==> config.mk <==
export PLATFORM = sky130hd
export DESIGN_NAME = axi4_lite_master
export DESIGN_NICKNAME = d
export VERILOG_FILES = /design/src/rtl/axi4_lite_master_pkg.sv /design/src/rtl/axi4_lite_master.sv
export SDC_FILE = /design/constraint.sdc
export NUM_CORES = 1
export LEC_CHECK = 0
export CORE_UTILIZATION = 38
export DETAILED_ROUTE_END_ITERATION = 8
export PLACE_DENSITY = 0.87
export SYNTH_ARGS = -nofsm -noshare
export SYNTH_HDL_FRONTEND = slang
export SYNTH_SLANG_ARGS = --single-unit
==> constraint.sdc <==
create_clock -name aclk -period 3.8 [get_ports aclk]
set_input_delay 0.57 -clock aclk [delete_from_list [all_inputs] [get_ports aclk]]
set_output_delay 0.57 -clock aclk [all_outputs]
set_load 0.1 [all_outputs]
==> src/rtl/axi4_lite_master_pkg.sv <==
// Shared AXI4-Lite definitions for the command-driven master and for the
// sequencers / bridges that feed it.
//   - RESP_* : encodings of BRESP/RRESP
//   - axi_lite_cmd_t : one request (write flag, byte address, data, strobes)
//   - axi_lite_rsp_t : one response (write flag, read data, response code)
package axi4_lite_master_pkg;

  localparam int AXI_ADDR_W = 32;
  localparam int AXI_DATA_W = 32;
  localparam int AXI_STRB_W = AXI_DATA_W / 8;

  localparam logic [1:0] RESP_OKAY   = 2'b00;
  localparam logic [1:0] RESP_EXOKAY = 2'b01;
  localparam logic [1:0] RESP_SLVERR = 2'b10;
  localparam logic [1:0] RESP_DECERR = 2'b11;

  typedef struct packed {
    logic                  write;
    logic [AXI_ADDR_W-1:0] addr;
    logic [AXI_DATA_W-1:0] wdata;
    logic [AXI_STRB_W-1:0] wstrb;
  } axi_lite_cmd_t;

  typedef struct packed {
    logic                  write;
    logic [AXI_DATA_W-1:0] rdata;
    logic [1:0]            resp;
  } axi_lite_rsp_t;

endpackage

==> src/rtl/axi4_lite_master.sv <==
// Command-driven AXI4-Lite master. Accepts one command on the cmd_* stream,
// runs the matching AXI4-Lite write (AW+W then B) or read (AR then R)
// transaction, and returns the result on the rsp_* stream. Only one
// transaction is ever in flight; a new command is taken only in IDLE.
// Ports:
//   aclk, areset          clock, synchronous active-high reset
//   cmd_*                 command stream in (valid/ready, write, addr, wdata, wstrb)
//   rsp_*                 response stream out (valid/ready, write, rdata, resp)
//   aw*, w*, b*, ar*, r*  AXI4-Lite master channels
// Every output is either a register or a decode of state plus registers,
// so no output depends combinationally on an input.
module axi4_lite_master
  import axi4_lite_master_pkg::*;
#(
  parameter int ADDR_WIDTH = 32,
  parameter int DATA_WIDTH = 32,
  parameter int STRB_WIDTH = DATA_WIDTH / 8
) (
  input  logic                  aclk,
  input  logic                  areset,
  input  logic                  cmd_valid,
  output logic                  cmd_ready,
  input  logic                  cmd_write,
  input  logic [ADDR_WIDTH-1:0] cmd_addr,
  input  logic [DATA_WIDTH-1:0] cmd_wdata,
  input  logic [STRB_WIDTH-1:0] cmd_wstrb,
  output logic                  rsp_valid,
  input  logic                  rsp_ready,
  output logic                  rsp_write,
  output logic [DATA_WIDTH-1:0] rsp_rdata,
  output logic [1:0]            rsp_resp,
  output logic                  awvalid,
  input  logic                  awready,
  output logic [ADDR_WIDTH-1:0] awaddr,
  output logic [2:0]            awprot,
  output logic                  wvalid,
  input  logic                  wready,
  output logic [DATA_WIDTH-1:0] wdata,
  output logic [STRB_WIDTH-1:0] wstrb,
  input  logic                  bvalid,
  output logic                  bready,
  input  logic [1:0]            bresp,
  output logic                  arvalid,
  input  logic                  arready,
  output logic [ADDR_WIDTH-1:0] araddr,
  output logic [2:0]            arprot,
  input  logic                  rvalid,
  output logic                  rready,
  input  logic [DATA_WIDTH-1:0] rdata,
  input  logic [1:0]            rresp
);

  typedef enum logic [2:0] {
    IDLE    = 3'd0,
    WR_REQ  = 3'd1,
    WR_RESP = 3'd2,
    RD_REQ  = 3'd3,
    RD_RESP = 3'd4,
    RSP     = 3'd5
  } mst_state_e;

  mst_state_e state_q, state_d;

  // Command holding register, write-phase tracking and captured response.
  logic                  write_q;
  logic [ADDR_WIDTH-1:0] addr_q;
  logic [DATA_WIDTH-1:0] wdata_q;
  logic [STRB_WIDTH-1:0] wstrb_q;
  logic                  aw_done_q;
  logic                  w_done_q;
  logic                  rsp_write_q;
  logic [DATA_WIDTH-1:0] rsp_rdata_q;
  logic [1:0]            rsp_resp_q;
  logic [15:0]           wr_count_q;
  logic [15:0]           rd_count_q;

  logic aw_hs_s;
  logic w_hs_s;

  // AW and W are independent: each valid stays up until its own handshake.
  assign aw_hs_s = (state_q == WR_REQ) && !aw_done_q && awready;
  assign w_hs_s  = (state_q == WR_REQ) && !w_done_q && wready;

  // State register.
  always_ff @(posedge aclk) begin
    if (areset) begin
      state_q <= IDLE;
    end else begin
      state_q <= state_d;
    end
  end

  // Next-state logic.
  always_comb begin
    state_d = state_q;
    case (state_q)
      IDLE: begin
        if (cmd_valid) begin
          state_d = cmd_write ? WR_REQ : RD_REQ;
        end else begin
          state_d = IDLE;
        end
      end
      WR_REQ: begin
        // Leave once both halves are done, counting a handshake happening now.
        if ((aw_done_q || aw_hs_s) && (w_done_q || w_hs_s)) begin
          state_d = WR_RESP;
        end else begin
          state_d = WR_REQ;
        end
      end
      WR_RESP: begin
        if (bvalid) begin
          state_d = RSP;
        end else begin
          state_d = WR_RESP;
        end
      end
      RD_REQ: begin
        if (arready) begin
          state_d = RD_RESP;
        end else begin
          state_d = RD_REQ;
        end
      end
      RD_RESP: begin
        if (rvalid) begin
          state_d = RSP;
        end else begin
          state_d = RD_RESP;
        end
      end
      RSP: begin
        if (rsp_ready) begin
          state_d = IDLE;
        end else begin
          state_d = RSP;
        end
      end
      default: state_d = IDLE;
    endcase
  end

  // Handshake/valid outputs decoded from state and the phase-done flags.
  always_comb begin
    cmd_ready = (state_q == IDLE);
    awvalid   = (state_q == WR_REQ) && !aw_done_q;
    wvalid    = (state_q == WR_REQ) && !w_done_q;
    bready    = (state_q == WR_RESP);
    arvalid   = (state_q == RD_REQ);
    rready    = (state_q == RD_RESP);
    rsp_valid = (state_q == RSP);
  end

  assign awaddr    = addr_q;
  assign araddr    = addr_q;
  assign wdata     = wdata_q;
  assign wstrb     = wstrb_q;
  assign awprot    = 3'b000;
  assign arprot    = 3'b000;
  assign rsp_write = rsp_write_q;
  assign rsp_rdata = rsp_rdata_q;
  assign rsp_resp  = rsp_resp_q;

  // Command latch, phase tracking, response capture and debug counters.
  always_ff @(posedge aclk) begin
    if (areset) begin
      write_q     <= 1'b0;
      addr_q      <= '0;
      wdata_q     <= '0;
      wstrb_q     <= '0;
      aw_done_q   <= 1'b0;
      w_done_q    <= 1'b0;
      rsp_write_q <= 1'b0;
      rsp_rdata_q <= '0;
      rsp_resp_q  <= RESP_OKAY;
      wr_count_q  <= 16'd0;
      rd_count_q  <= 16'd0;
    end else begin
      case (state_q)
        IDLE: begin
          if (cmd_valid) begin
            write_q   <= cmd_write;
            addr_q    <= cmd_addr;
            wdata_q   <= cmd_wdata;
            wstrb_q   <= cmd_wstrb;
            aw_done_q <= 1'b0;
            w_done_q  <= 1'b0;
          end
        end
        WR_REQ: begin
          if (aw_hs_s) begin
            aw_done_q <= 1'b1;
          end
          if (w_hs_s) begin
            w_done_q <= 1'b1;
          end
        end
        WR_RESP: begin
          if (bvalid) begin
            rsp_write_q <= 1'b1;
            rsp_rdata_q <= '0;
            rsp_resp_q  <= bresp;
          end
        end
        RD_RESP: begin
          if (rvalid) begin
            rsp_write_q <= 1'b0;
            rsp_rdata_q <= rdata;
            rsp_resp_q  <= rresp;
          end
        end
        RSP: begin
          if (rsp_ready) begin
            if (rsp_write_q) begin
              wr_count_q <= wr_count_q + 16'd1;
            end else begin
              rd_count_q <= rd_count_q + 16'd1;
            end
          end
        end
        default: begin
        end
      endcase
    end
  end

endmodule

**Word level (Yosys, flattened, before mapping)**

Index checks and enable logic that the tools add are counted.

- Equal/unequal tests: 10
- Multiplexer cells: 22
- Reduce and logical (&&, ||, !) cells: 16

Operators by type and width:

| operator | count |
|---|---|
| $mux 32 | 2 |
| $pmux 32 s2 | 1 |
| $pmux 3 s6 | 1 |
| $mux 2 | 5 |
| $ne 2x2->1 const B | 5 |
| $mux 3 | 3 |
| $reduce_and 3->1 | 3 |
| $eq 3x2->1 const B | 2 |
| $eq 3x3->1 const B | 2 |
| $mux 1 | 6 |
| $pmux 1 s2 | 3 |
| $logic_and 1x1->1 | 5 |
| $pmux 2 s2 | 1 |
| $reduce_bool 2->1 | 2 |
| $eq 3x1->1 const B | 1 |
| $logic_not 3->1 | 1 |
| $logic_not 1->1 | 2 |
| $logic_or 1x1->1 | 2 |
| $reduce_and 2->1 | 1 |

- Input port bits: 114
- Register bits: 108

**Longest topological paths before layout**

Gate-level depths: netlist of the first run.

- Depth in word-level cells: 7
- Depth in mapped cells: 7
- Mapped depth without buffers: 4

**Worst setup path before layout of the first run**

OpenSTA, ideal clock, no wires.

- Path type: reg2out
- Start point: reg state_q[1]
- End point: out bready
- Cell stages (with the launch flop): 4
- Slack: 1059 ps
- Data arrival time: 2171 ps
- Cells stage by stage: dfxtp_1 -> buf_6 -> nor2b_1 -> nor2b_1

- Longest elaborated chain between the ends: 1

Ends and longest elaborated chain:

| item | RTL line | RTL |
|---|---|---|
| from (decl) | axi4_lite_master.sv:62 | `mst_state_e state_q, state_d;` |
| from (signal assigned) | axi4_lite_master.sv:89 | `state_q <= state_d;` |
| $eq 3x2->1 | axi4_lite_master.sv:149 | `bready = (state_q == WR_RESP);` |
| to (decl) | axi4_lite_master.sv:41 | `output logic bready,` |

No other way between the ends.

**Final worst setup path of the first run**

- Start point: reg state_q[1]
- End point: out cmd_ready

- Longest elaborated chain between the ends: 1

Ends and longest elaborated chain:

| item | RTL line | RTL |
|---|---|---|
| $logic_not 3->1 | axi4_lite_master.sv:146 | `cmd_ready = (state_q == IDLE);` |
| to (decl) | axi4_lite_master.sv:22 | `output logic cmd_ready,` |

No other way between the ends.

==> impl_metrics.json, run 1 <==
{
  "critPathLaunchType": "flop",
  "initial_core_util_pct": 39.46,
  "setup_viol": 0,
  "synth_area_per_cell_um2": 8.021,
  "core-area_um2": 10940,
  "syn-cell-area_um2": 4315,
  "crit_path_top_delay_cell": "clkdlybuf4s50_1",
  "drc_errors": 0,
  "path_depth": 2,
  "place_worst_setup_slack_ns": 1.295,
  "critPathLaunch": "state_q[1]",
  "hold_viol": 0,
  "firstDrtPassIters": 4,
  "ant_nets": 0,
  "cp.arrival_ns": 2.28,
  "slew_headroom_pct": 27.97,
  "area_growth_pct": 59.09,
  "post_cts_buffers": 0,
  "ys_async_sr_fraction_pct": 0,
  "drive_gt1_share_pct": 4.730,
  "cts_resized": 0,
  "synth_top_flop_cell": "dfxtp_1",
  "insertion_delay_ns": 0.33,
  "ir_drop_mv": 0.3482,
  "synth_edf_count": 0,
  "wirelength_um": 12730,
  "fin_crit_ns": 2.848,
  "htreeDepth": 3,
  "io_buffers": 255,
  "grt_first_pass_wirelength_um": 19710,
  "p_leak_uw": 0.002449,
  "crit_path_end": "cmd_ready",
  "yosys_warnings": 0,
  "max_freq_mhz": 351.2,
  "place_hpwl_um": 9106,
  "cts_hold_buf": 0,
  "stdcell_count": 880,
  "cp_max_fo": 12,
  "antenna_found_initial": 0,
  "reg2reg_to": "wdata[11]",
  "drv_slew": 0,
  "cts_buffer_depth": 2,
  "ioPinCount": 262,
  "seq_area_frac_synth_pct": 50.10,
  "syn_inst": 538,
  "die-area_um2": 11790,
  "synth_seq_cells": 108,
  "slowest_delay_ns": 1.18,
  "end_kind": "output port",
  "avgViaCountPerCell": 4.841,
  "grt_pass1_vias": 4197,
  "crit_family": "buffers and inverters",
  "rsz0062_at_grt": "no",
  "grt_usage_pct": 21.16,
  "nets": 849,
  "die_h_um": 108.6,
  "reg2reg_depth": 5,
  "clk_pin_slew_ns": 0.07,
  "p_total_uw": 3552,
  "skew_ns": 0.004865,
  "tightest_slew_ns": 1.080,
  "numCtsBuffers": 9,
  "crit_type": "reg -> out",
  "die_x_um": 108.6,
  "num_rows": 38,
  "gp_congestion": 0.7806,
  "setup_tns_ns": 0,
  "path_cells": "nor3_4 -> clkdlybuf4s50_1",
  "fin_hold_ws_ns": 0.4520,
  "placed_cells": 864,
  "grt_max_degree": 108,
  "setup_slack_ns": 0.9523,
  "ys_types": 29,
  "r2r_start": "state_q[0]",
  "grt.overflow.total": 0,
  "critPathBufInv": 1,
  "cts_tree": "done",
  "fin_crit_sh_pct": 74.94,
  "cts_sinks": 108,
  "crit_required_ns": 3.23,
  "antennaDiodeCount": 0,
  "drt-initial-drc-count": 266,
  "clockRootBuffer": "clkbuf_16",
  "hp-class": "reg -> reg",
  "via_count": 4260,
  "powerDensity_nw_per_um2": 517.4,
  "reg2reg_slack_ns": 1.58,
  "outcome": "complete, no violations",
  "maxCapViolCount": 0,
  "wl_per_cell_um": 14.47
}
## worst register-to-register path, delay by kind of cell, from the launching register on
kind            cells  cell delay (ns)
compound gates      1             0.16
flops               1             0.73
buf+inv             1             0.40
simple gates        3             0.84
## layer usage
layer | global-route usage (%) | share of wire, % | vias up
met5 | 0 | 0 | -
met4 | 9.266 | 2.4 | 0
met3 | 4.702 | 7.0 | 27
met2 | 39.24 | 53 | 166
met1 | 22.79 | 38 | 1965
li1 | - | - | 2102
## cell usage after synthesis (2+ instances only)
master,instances,area share (%)
buf_6,4,1.0
nor3_1,2,0.23
mux2i_1,3,0.70
nand2_1,175,15
dfxtp_1,108,50
and2_1,3,0.43
nand3_1,32,3.7
a211oi_1,3,0.52
buf_2,6,0.70
nor3_4,2,0.75
a21oi_1,107,12
nor2b_1,3,0.43
buf_4,49,8.5
nor2_1,7,0.61
clkbuf_1,19,1.7
a21o_1,2,0.35
## report_power, final
| part | internal, µW | switching (µW) |
|---|---|---|
| logic | 337 | 1020 |
| registers | 1200 | 59.8 |
| clock network | 515 | 414 |
| total | 2060 | 1500 |
## kinds of logic after synthesis
group | share of synthesized area (%)
AOI/OAI and AO/OA | 14.41
buffers and inverters | 12.09
DFF | 50.10
muxes | 0.6959
other | 0.08690
and+or+nand+nor | 22.62
## flip-flops by register name (all words and copies together) (netlist names)
signal     count
araddr        32
rsp_write      1
w_done_q       1
wdata         32
wstrb          4
aw_done_q      1
rsp_rdata     32
state_q        3
rsp_resp       2
## layout make-up
class / count / area (µm²)
multi-input cells: 355 / 1654
inverters: 2 / 7.507
flip-flops and latches: 108 / 2162
repair buffers: 259 / 2565
well taps: 140 / 175.2
clock inverters: 7 / 76.32
fillers: 933 / 4070
clock buffers: 9 / 225.2
## cells in the final DEF (no fill, tap or decap), types with 2 or more instances in the layout
cell and count:
clkbuf_16 9, dfxtp_1 108, a21oi_1 107, a21o_1 2, conb_1 6, buf_4 11, nor2_1 7, and2_1 2
a211oi_1 3, nor3_1 2, mux2i_1 3, nand2_1 174, clkdlybuf4s50_1 248, clkinvlp_4 2, clkinv_4 2, nor2b_1 3
nand3_1 32, nor3_4 2
## how the worst min path moves through the flow
stage / startpoint / end / slack, ns / cells past startpoint
2_1_floorplan: w_done_q / w_done_q / 0.50 / 2
3_3_place_gp: rsp_rdata[28] / rsp_rdata[28] / 0.44 / 2
3_5_place_dp: rsp_rdata[10] / rsp_rdata[10] / 0.44 / 2
4_1_cts: rsp_rdata[24] / rsp_rdata[24] / 0.45 / 2
5_1_grt: rsp_rdata[8] / rsp_rdata[8] / 0.47 / 2
6_report: rsp_rdata[8] / rsp_rdata[8] / 0.45 / 2
## per-stage QoR
step                      util (%)  instance area, µm²
after floorplan                  -                4334
after global placement       60.02                6564
after detailed placement     60.02                6564
after CTS                    62.78                6865
after global routing         62.78                6865
final                        62.78                6865
(Power assumes the default switching activity.)
==> run 2: changes to the inputs <==
--- a/config.mk
+++ b/config.mk
@@ -5,9 +5,9 @@
 export SDC_FILE = /design/constraint.sdc
 export NUM_CORES = 1
 export LEC_CHECK = 0
-export CORE_UTILIZATION = 38
+export CORE_UTILIZATION = 34
 export DETAILED_ROUTE_END_ITERATION = 8
-export PLACE_DENSITY = 0.87
+export PLACE_DENSITY = 0.82
 export SYNTH_ARGS = -nofsm -noshare
 export SYNTH_HDL_FRONTEND = slang
 export SYNTH_SLANG_ARGS = --single-unit
==> constraint.sdc (replaced) <==
create_clock -name aclk -period 2.4 [get_ports aclk]
set_input_delay 0.36 -clock aclk [delete_from_list [all_inputs] [get_ports aclk]]
set_output_delay 0.36 -clock aclk [all_outputs]
set_load 0.1 [all_outputs]
==> run 2 against run 1 <==
Against the previous run:
- first-iteration DRC count shrank 11%
- critical path depth rose by 1
- worst setup slack worse by 0.76 ns
- core utilization is 7.2 points lower
- non-clock buffer count increased by 7
- via count is 2.6% lower
- die area is 12% higher
- sequential share of layout area rose by 0.39 points
- design area fell by 1.2%
- register-to-register slack got worse by 0.98 ns
- largest power group unchanged
- highest routed layer unchanged
==> impl_metrics.json, run 2 (same netlist as run 1, synthesis figures left out) <==
{
  "via_count": 4151,
  "clockRootBuffer": "clkbuf_16",
  "slew_headroom_pct": 54.10,
  "avgViaCountPerCell": 4.537,
  "reg2reg_depth": 4,
  "die_x_um": 114.7,
  "layout_commonest_cell": "nand2_1",
  "ir_drop_mv": 0.5622,
  "insertion_delay_ns": 0.35,
  "io_buffers": 255,
  "place_area_um2": 6426,
  "powerDensity_nw_per_um2": 868.8,
  "hp-class": "in -> reg",
  "rsz0062_at_grt": "no",
  "tightest_slew_ns": 0.6876,
  "cts_sinks": 108,
  "placed_cells": 899,
  "drc_errors": 0,
  "p_leak_uw": 0.002798,
  "final_cell_mix": "nand2_1, buf_4, clkdlybuf4s50_1, dfxtp_1, a21oi_1",
  "cts_buffer_depth": 2,
  "grt_pass1_vias": 3726,
  "p_sw_share_pct": 40.77,
  "area_growth_pct": 57.15,
  "drive_gt1_share_pct": 23.96,
  "grt_usage_pct": 18.14,
  "antenna_found_initial": 0,
  "p_sw_uw": 2402,
  "fin_crit_sh_pct": 91.79,
  "grt.overflow.total": 0,
  "wl_per_cell_um": 13.43,
  "cp_max_fo": 12,
  "gp_congestion": 0.7326,
  "p_total_uw": 5892,
  "cts_hold_buf": 0,
  "numCtsBuffers": 9,
  "cp.arrival_ns": 1.84,
  "fin_crit_ns": 2.203,
  "core-area_um2": 12210,
  "drv_slew": 0,
  "drt-initial-drc-count": 238,
  "crit_type": "reg -> out",
  "grt_max_degree": 41,
  "combinationalPowerShare_pct": 36.4,
  "outcome": "complete, no violations",
  "grt_first_pass_wirelength_um": 18590,
  "die-area_um2": 13150,
  "stdcell_count": 915,
  "holdPathStages": 2,
  "cts_resized": 0,
  "ioPinCount": 262,
  "die_h_um": 114.7,
  "htreeDepth": 3,
  "p_int_uw": 3489,
  "nFillCells": 1132,
  "crit_required_ns": 2.04,
  "num_rows": 40,
  "setup_viol": 0,
  "ant_nets": 0,
  "maxCapViolCount": 0,
  "wirelength_um": 12290,
  "antennaDiodeCount": 0,
  "firstDrtPassIters": 4,
  "critPathLaunchType": "flop",
  "setup_tns_ns": 0,
  "clkPwrFrac_pct": 29.6,
  "nets": 856,
  "max_freq_mhz": 454.0,
  "final_area_um2": 6782,
  "end_kind": "output port",
  "post_cts_buffers": 0,
  "skew_ns": 0.007551,
  "hold_viol": 0,
  "cts_tree": "done",
  "clk_pin_slew_ns": 0.07,
  "place_hpwl_um": 8912,
  "initial_core_util_pct": 35.34,
  "seqPwrFrac_pct": 34.0
}
-- run 2: worst max-delay path, cell delays in order (launching register included) --
cell and delay (ns):
dfxtp_1 0.69, nor2b_1 0.36, nor2b_2 0.25, buf_12 0.19
-- run 2: final cells by class --
cell class	count	area [µm²]	area share (%)
Multi-Input combinational cell	355	1657	24.43
Sequential cell	108	2162	31.88
Clock inverter	6	116.4	1.716
Timing Repair Buffer	266	2390	35.24
Tap cell	168	210.2	3.100
Clock buffer	10	239.0	3.524
Inverter	2	7.507	0.1107
-- run 2: per-layer routing --
metal  vias up  wire length [µm]  track usage (%)
li1       2117                 -                -
met1      1854              4953            20.54
met2       162              6146            31.80
met3        18               974            5.823
met4         0               218            6.667
met5         -                 0                0
-- run 2: power groups by stage --
stage / Sequential (µW) / Combinational [µW] / Clock (µW)
global route: 2020 / 2240 / 1850
CTS: 2010 / 2160 / 1790
finish: 2000 / 2140 / 1740
detailed placement: 2050 / 2160 / 0
floorplan: 2770 / 940 / 0
global placement: 2040 / 2150 / 0
-- run 2: path summary, 6_finish.rpt --
check	start	end	slack (ns)
min reg2reg	rsp_rdata[21]	rsp_rdata[21]	0.45
min	areset	araddr[19]	0.39
max	state_q[1]	bready	0.20
max reg2reg	state_q[0]	state_q[1]	0.60
-- run 2: per-stage QoR --
step                setup slack, ns  utilization [%]  hold WS, ns
floorplan                   0.05389                -       0.4960
global placement             0.5727            52.62       0.4386
detailed placement           0.5200            52.62       0.4433
CTS                          0.1893            55.53       0.3709
global route                0.08473            55.53       0.3718
finish                       0.1971            55.53       0.3851
